$ cat src/rtl/bitty_ctrl_fsm.sv
// bitty_ctrl_fsm: multi-cycle control unit for the 16-bit bitty datapath.
// Sequences FETCH/DECODE/EXEC/WB and drives register enables and selects.
//
// Ports:
//   clk, reset          rising-edge clock, synchronous active-high reset
//   run                 1 = keep executing, 0 = stop after current instr
//   instr_valid/ready   instruction memory handshake, instr = word
//   en_i, en_s, en_c    instruction / S / C register enables
//   en_rf               one-hot register-file write enables
//   mux_sel             register-file read select
//   imm_sel, imm_out    ALU B operand select and zero-extended immediate
//   alu_sel             ALU operation
//   done                one-cycle pulse per retired instruction
//   halted              high in HALT
//   retired_cnt         retired-instruction count (wraps)
module bitty_ctrl_fsm #(
    parameter int DATA_W   = 16,
    parameter int NUM_REGS = 8,
    parameter int SEL_W    = 3
) (
    input  logic                clk,
    input  logic                reset,
    input  logic                run,
    input  logic                instr_valid,
    output logic                instr_ready,
    input  logic [DATA_W-1:0]   instr,
    output logic                en_i,
    output logic                en_s,
    output logic                en_c,
    output logic [NUM_REGS-1:0] en_rf,
    output logic [SEL_W-1:0]    mux_sel,
    output logic                imm_sel,
    output logic [DATA_W-1:0]   imm_out,
    output logic [2:0]          alu_sel,
    output logic                done,
    output logic                halted,
    output logic [DATA_W-1:0]   retired_cnt
);

    typedef enum logic [2:0] {
        S_IDLE,
        S_FETCH,
        S_DECODE,
        S_EXEC,
        S_WB,
        S_HALT
    } state_t;

    state_t            state_q;
    state_t            state_d;
    logic [DATA_W-1:0] ir_q;
    logic [DATA_W-1:0] retired_q;

    logic [SEL_W-1:0]    rx;
    logic [SEL_W-1:0]    ry;
    logic [2:0]          alu_op;
    logic [1:0]          fmt;
    logic [DATA_W-1:0]   imm;
    logic [NUM_REGS-1:0] rx_onehot;

    assign rx        = ir_q[15:13];
    assign ry        = ir_q[12:10];
    assign alu_op    = ir_q[4:2];
    assign fmt       = ir_q[1:0];
    assign imm       = {{(DATA_W-8){1'b0}}, ir_q[12:5]};
    assign rx_onehot = {{(NUM_REGS-1){1'b0}}, 1'b1} << rx;

    assign retired_cnt = retired_q;

    always_ff @(posedge clk) begin
        if (reset) begin
            state_q   <= S_IDLE;
            ir_q      <= '0;
            retired_q <= '0;
        end else begin
            state_q <= state_d;
            if (en_i) begin
                ir_q <= instr;
            end
            // Count only on the retiring cycle so the value holds otherwise.
            if (done) begin
                retired_q <= retired_q + DATA_W'(1);
            end
        end
    end

    always_comb begin
        state_d     = state_q;
        instr_ready = 1'b0;
        en_i        = 1'b0;
        en_s        = 1'b0;
        en_c        = 1'b0;
        en_rf       = '0;
        mux_sel     = '0;
        imm_sel     = 1'b0;
        imm_out     = '0;
        alu_sel     = '0;
        done        = 1'b0;
        halted      = 1'b0;
        // Reset overrides every state so nothing is enabled in that cycle.
        if (!reset) begin
            unique case (state_q)
                S_IDLE: begin
                    if (run) begin
                        state_d = S_FETCH;
                    end
                end
                S_FETCH: begin
                    instr_ready = 1'b1;
                    if (instr_valid) begin
                        en_i    = 1'b1;
                        state_d = S_DECODE;
                    end
                end
                S_DECODE: begin
                    if (fmt == 2'b11) begin
                        state_d = S_HALT;
                    end else begin
                        mux_sel = rx;
                        en_s    = 1'b1;
                        state_d = S_EXEC;
                    end
                end
                S_EXEC: begin
                    alu_sel = alu_op;
                    en_c    = 1'b1;
                    if (fmt == 2'b01) begin
                        imm_sel = 1'b1;
                        imm_out = imm;
                    end else begin
                        mux_sel = ry;
                    end
                    state_d = S_WB;
                end
                S_WB: begin
                    // NOP retires without touching the register file.
                    if (!fmt[1]) begin
                        en_rf = rx_onehot;
                    end
                    done    = 1'b1;
                    state_d = run ? S_FETCH : S_IDLE;
                end
                S_HALT: begin
                    halted = 1'b1;
                end
                default: begin
                    state_d = S_IDLE;
                end
            endcase
        end
    end

endmodule

$ cat config.mk
export PLATFORM = sky130hd
export DESIGN_NAME = bitty_ctrl_fsm
export DESIGN_NICKNAME = d
export VERILOG_FILES = /design/src/rtl/bitty_ctrl_fsm.sv
export SDC_FILE = /design/constraint.sdc
export NUM_CORES = 1
export LEC_CHECK = 0
export CELL_PAD_IN_SITES_DETAIL_PLACEMENT = 1
export CELL_PAD_IN_SITES_GLOBAL_PLACEMENT = 1
export CORE_ASPECT_RATIO = 1.25
export CORE_MARGIN = 5
export CORE_UTILIZATION = 27
export DETAILED_ROUTE_END_ITERATION = 8
export GPL_ROUTABILITY_DRIVEN = 0
export GPL_TIMING_DRIVEN = 0
export PLACE_DENSITY_LB_ADDON = 0.08
export SYNTH_ARGS = -nofsm -noshare
export SYNTH_HDL_FRONTEND = slang
export SYNTH_SLANG_ARGS = --single-unit
$ cat constraint.sdc
create_clock -name clk -period 1.85 [get_ports clk]
set_clock_uncertainty 0.1 [all_clocks]
set_input_delay 0.37 -clock clk [delete_from_list [all_inputs] [get_ports clk]]
set_output_delay 0.37 -clock clk [all_outputs]
set_load 0.01 [all_outputs]
==> qor.txt, run 1 <==
Status - finished, violations left
Failing checks - negative setup slack
Final Hold Viols - 0
Tightest Hold Check Type - reg -> reg
Synthesized instance count - 221
CP startpoint kind - register
Row cnt - 33
Largest stage delay, worst path - 410 ps
IR drop worst, VDD - 0.313 mV
Filler cells - 755
Hold Startpoint - ir_q[8]
Post-route ant nets - 0
H-tree Lvls - 2
Worst skew pair latency - 290 ps
CTS Buf Count - 5
Count of non-filler cells in the finished layout - 426
Largest cells by area after synthesis - dfxtp_1, nor2_1, nand2b_1
Nets@finish - 359
Fin. max-slew vios - 0
Critical R2R Capture - retired_cnt[12]
Synthesized flop and latch total - 35
Max-capacitance violation count - 0
Yosys warns - 0
Vias in the first global route - 2037
Slowest CP cell - or3b_4
Final setup viols - 31
Synthesized area - 1780 sq um
Leading area contributor after synthesis - dfxtp_1
CTS Hold Bufs - 0
Reg-to-Reg Start - state_q[1]
Remaining Overflow, GRT - 0
Area occupied by registers - 709 sq um
Power, Total - 1.78 mW
Cell chain of the critical path - buf_6, or3b_4, nor3_4, nand2b_1, buf_6, nor3_4, buf_2
Multi-input logic area - 1240 sq um
Layout cells sized above 1 - 0.425
Initial DRC Count - 26
Pre-CTS worst setup slack - -1440 ps
Unique masters post-synth - 36
Req. time, crit path - 1380 ps
Detailed Place HPWL - 4020 microns
Final TNS setup - -9610 ps
Top delay family on crit path - simple AND/OR/NAND/NOR gates
Clock sink count - 35
Area Overhead vs Synth - 87.1%
CTS clk-pin slew, worst paths - 80 ps
Clock root buffer - clkbuf_8
Tot GR Track Use - 0.154
IO Count - 73
Final WL - 6230 microns
Avg Synthesized Cell Area - 8.07 sq um
Via count - 1919
CP Capture Type - output port
Max frequency - 0.422 GHz
Die extent in x - 82.7 microns
CP max FO - 3
Final Cycle Share - 1.28
Die Area - 8340 sq um
Initial Util - 0.275
IO buf count - 64
Reg2Reg Setup Slack - -60 ps
Sequential share of the synthesized area - 0.393
Depth of the worst hold-timing path - 2
TritonRoute pass-1 iters - 4
RSZ-0062 raised after global routing - yes
Share of the synthesized area in the top cell type - 0.393
Vias/cell - 4.50
Max Root-Sink Buffers - 2
First-pass GRT wire length - 9920 microns
Pin count of the biggest net entering global routing - 12
Inst Count DP - 379
Initial antenna violation count - 0
Post-layout util - 0.515
Reg2Reg Depth - 9
CTS tree - built
Setup ws final - -519 ps
Crit path arrival time - 1900 ps
Final min period - 2370 ps
Chip height - 101 microns
Core Area - 6480 sq um
WL/cell - 14.6 microns
Lkg Pwr - 1.37 nW
Critical path buffer and inverter count - 3
End of the worst hold path - ir_q[8]
N_diodes - 0
Crit Path Class - reg -> out
Pwr/cell area - 535 nW/um^2
Drt drc - 0
cell type report:
cell class | count | area share
buffer | 17 | 0.0487
clock buffer | 6 | 0.0247
timing repair buffer | 105 | 0.294
sequential | 35 | 0.213
tap | 87 | 0.0326
inverter | 5 | 0.00562
multi-input combinational | 169 | 0.371
clock inverter | 2 | 0.0105
cells in the mapped netlist, drive strengths merged:
master and n:
dfxtp 35, nor2 33, nand2 25, nand2b 19, o21ai 16, buf 15, xnor2 11, and2 8
nand4 7, nor4 7, inv 5, nor3 5, a21oi 4, clkbuf 4, a22oi 3, nand3b 3
nor3b 3, xor2 3, nand3 2, o31ai 2, or3b 2, a21o 1, a311oi 1, a31o 1
conb 1, ha 1, nand4bb 1, nor4b 1, or2 1, or3 1
worst reg2reg max path, stage by stage (launching register included):
cell and delay (ps):
dfxtp_2 330, buf_6 110, buf_4 130, buf_6 120, buf_4 120, nand4bb_4 330, buf_4 220, nor4_4 140
xnor2_1 150, nor2_1 50
logic make-up after synthesis:
kind of cell | count (synthesis) | share of synthesized area
AOI/OAI and AO/OA | 28 | 0.0912
xor gates and xnor gates | 14 | 0.0687
adders and majority gates | 1 | 0.00701
buffers and inverters | 24 | 0.0813
DFF | 35 | 0.393
other | 1 | 0.00210
and+or+nand+nor | 118 | 0.357
power by group:
| group | switching, mW | leakage [nW] | internal, mW | total (mW) |
|---|---|---|---|---|
| Combinational | 0.108 | 1.02 | 0.150 | 0.259 |
| Sequential | 0.0232 | 0.286 | 0.777 | 0.800 |
| Clock | 0.290 | 0.0612 | 0.436 | 0.726 |
| Total | 0.421 | 1.37 | 1.36 | 1.78 |
layer usage:
layer  up-vias  routed length [microns]  GRT usage
met4         0                      113     0.0579
met3        12                      372     0.0411
met2        53                     3310      0.270
li1        954                        -          -
met5         -                        0          0
met1       900                     2430      0.175
stage by stage:
| stage | hold slack [ps] | cell area, sq um |
|---|---|---|
| 2_1_floorplan | 338 | 1830 |
| 3_3_place_gp | 348 | 2580 |
| 3_5_place_dp | 358 | 2580 |
| 4_1_cts | 374 | 3060 |
| 5_1_grt | 411 | 3340 |
| 6_report | 376 | 3340 |
worst max path at each step:
stage | startpoint | to | slack, ps | depth (start not counted)
3_3_place_gp | reset | done | -1460 | 6
4_1_cts | state_q[1] | en_rf[0] | -590 | 8
6_report | state_q[1] | en_rf[0] | -520 | 7
5_1_grt | state_q[1] | en_rf[0] | -620 | 7
3_5_place_dp | reset | done | -1440 | 6
2_1_floorplan | state_q[1] | en_rf[4] | -20 | 6
state kept, by name, summed over array words and instances, names as in the netlist:
register / cells
ir_q: 16
retired_cnt: 16
state_q: 3
cells in the final DEF (no fill, tap or decap), types with 2 or more instances in the layout:
| master | count |
|---|---|
| clkdlybuf4s50_1 | 34 |
| xor2_1 | 2 |
| nand2_1 | 24 |
| nor2_1 | 22 |
| and2_4 | 8 |
| nor2_4 | 6 |
| nand3_1 | 2 |
| dfxtp_2 | 4 |
| nor3b_4 | 2 |
| clkbuf_8 | 8 |
| xnor2_1 | 11 |
| o31ai_1 | 2 |
| conb_1 | 8 |
| buf_2 | 14 |
| buf_6 | 33 |
| or3b_4 | 2 |
| nor4_4 | 6 |
| dfxtp_1 | 30 |
| o21ai_1 | 15 |
| nand2b_1 | 19 |
| a22oi_1 | 2 |
| nor2_2 | 5 |
| nand3b_1 | 3 |
| buf_8 | 2 |
| nor3_4 | 3 |
| inv_1 | 5 |
| a21oi_1 | 3 |
| nand4_1 | 7 |
| buf_4 | 33 |
timing repair:
item,4_1_cts,5_1_grt
pin swaps,20,19
setup endpoints to repair,64,53
gates cloned,0,1
gates resized for setup,182,46
buffers inserted,33,9
No activity file was read; power rests on OpenSTA's default activity.
==> run 2: changes to the inputs <==
Settings changed: CAP_MARGIN set to 10, CTS_BUF_LIST set to sky130_fd_sc_hd__clkbuf_16.
==> qor.txt, run 2 (same netlist as run 1, synthesis figures left out) <==
Status - finished, violations left
Failing checks - negative setup slack
Tot GR Track Use - 0.151 (-0.00278)
Worst skew pair latency - 280 ps (about the same)
Crit Path Class - reg -> out
Slew headroom - 0.649
Final Hold Viols - 0 (unchanged)
Cell chain of the critical path - buf_6, or3b_4, nor3_4, nand2b_1, buf_6, nor3_4, buf_2
N_diodes - 0 (unchanged)
Lkg Pwr - 1.29 nW (-5.7%)
Crit path arrival time - 1880 ps (-20 ps)
Remaining Overflow, GRT - 0 (unchanged)
Max frequency - 0.425 GHz (+0.63%)
Pre-CTS worst setup slack - -1440 ps (unchanged)
Final min period - 2350 ps (-14.9 ps)
CTS Hold Bufs - 0 (unchanged)
Drt drc - 0 (unchanged)
Hold slack - 373 ps (-3.18 ps)
Worst Tran Pin Value - 526 ps
Filler cells - 775 (+2.6%)
H-tree Lvls - 2 (unchanged)
Clock root buffer - clkbuf_16
Largest stage delay, worst path - 400 ps (about the same)
Layout cells sized above 1 - 0.405 (-0.0194)
Max Root-Sink Buffers - 2 (unchanged)
Slowest CP cell - or3b_4
Post-layout util - 0.509 (-0.00560)
Req. time, crit path - 1380 ps (about the same)
Pin count of the biggest net entering global routing - 12 (unchanged)
Initial Util - 0.275 (unchanged)
Die Area - 8340 sq um (unchanged)
CTS clk-pin slew, worst paths - 60 ps (-20 ps)
Placed instance area - 2580 sq um (unchanged)
RSZ-0062 raised after global routing - yes
Max-capacitance violation count - 0 (unchanged)
TritonRoute pass-1 iters - 4 (unchanged)
Area Overhead vs Synth - 85.1%
Pwr/cell area - 610 nW/um^2 (+14%)
Final WL - 6300 microns (+1.3%)
Setup ws final - -504 ps (+14.9 ps)
CP max FO - 3 (unchanged)
Initial DRC Count - 41 (+58%)
Chip height - 101 microns (unchanged)
Most frequent cells in the layout - clkdlybuf4s50_1, buf_6, dfxtp_1
Core Area - 6480 sq um (unchanged)
CP Capture Type - output port
Tightest Hold Check Type - reg -> reg
Fin. max-slew vios - 0 (unchanged)
Final setup viols - 28 (-9.7%)
IR drop worst, VDD - 0.349 mV (+11%)
Detailed Place HPWL - 4020 microns (unchanged)
Power, Total - 2.01 mW (+13%)
Vias in the first global route - 1999 (-1.9%)
Nets@finish - 353 (-1.7%)
Vias/cell - 4.53 (+0.48%)
IO buf count - 64 (unchanged)
Clock sink count - 35 (unchanged)
Final Cycle Share - 1.27 (-0.00806)
Via count - 1901 (-0.94%)
First-pass GRT wire length - 9790 microns (-1.3%)
Multi-input logic area - 1210 sq um (-2.7%)
IO Count - 73 (unchanged)
CP startpoint kind - register
Initial antenna violation count - 0 (unchanged)
Most common cell after layout, fill and taps aside - clkdlybuf4s50_1
CTS tree - built
Die extent in x - 82.7 microns (unchanged)
WL/cell - 15.0 microns (+2.7%)
CTS Buf Count - 5 (unchanged)
Row cnt - 33 (unchanged)
Post-route ant nets - 0 (unchanged)
Area occupied by registers - 708 sq um (-0.18%)
Final Instance Area - 3300 sq um (-1.1%)
run 2: cell count changes in the layout (fill, tap and decap cells not counted), sizes merged:
cell	before	now
clkinv	1	2
buf	83	76
clkdlybuf4s15	0	1
clkbuf	11	10
run 2: worst paths after layout:
check / start / endpoint / slack [ps] / depth (start not counted)
max: state_q[1] / en_rf[0] / -500 / 7
min: ir_q[8] / ir_q[8] / 370 / 2
max reg2reg: state_q[1] / retired_cnt[5] / -70 / 7
min reg2reg: ir_q[8] / ir_q[8] / 370 / 2
run 2: layout make-up:
| type | instances | area share |
|---|---|---|
| flip-flops and latches | 35 | 0.214 |
| well taps | 87 | 0.0330 |
| plain buffers | 16 | 0.0459 |
| inverters | 5 | 0.00568 |
| repair buffers | 100 | 0.286 |
| multi-input cells | 169 | 0.365 |
| clock buffers | 5 | 0.0379 |
| clock inverters | 3 | 0.0117 |
run 2: what timing repair did:
item / CTS / global route
gates resized for setup: 176 / 43
buffers inserted: 30 / 8
pin swaps: 20 / 17
cloned: 0 / 1
endpoints found under the setup margin: 63 / 54
endpoints found under the hold margin: 0 / 0
run 2: through the flow:
stage | setup TNS [ps] | cells
2_1_floorplan | -20.9 | 228
3_3_place_gp | -43070 | 379
3_5_place_dp | -42940 | 379
4_1_cts | -8780 | 415
5_1_grt | -10860 | 420
6_report | -8740 | 420
run 2: layer usage:
layer	share of wire	vias to the layer above	global-route usage
li1	-	942	-
met1	0.39	899	0.178
met2	0.53	53	0.260
met3	0.063	7	0.0429
met4	0.011	0	0.0491
met5	0	-	0
run 2: worst max-delay path: cells and delay by family, from the launching register on:
| kind | cells | cell delay, ps |
|---|---|---|
| DFF | 1 | 330 |
| and+or+nand+nor | 4 | 850 |
| buffers and inverters | 3 | 430 |
run 2: power breakdown:
| part | leakage [nW] | switching [mW] | total (mW) | internal (mW) |
|---|---|---|---|---|
| clock | 0.0812 | 0.320 | 0.948 | 0.628 |
| combinational | 0.922 | 0.109 | 0.261 | 0.153 |
| sequential | 0.286 | 0.0260 | 0.804 | 0.778 |
==> run 3: changes to the inputs <==
Settings changed: HOLD_SLACK_MARGIN set to 0.08.
==> results of run 3 <==
No change in the layout: final DEF, timing and power equal those of run 2.
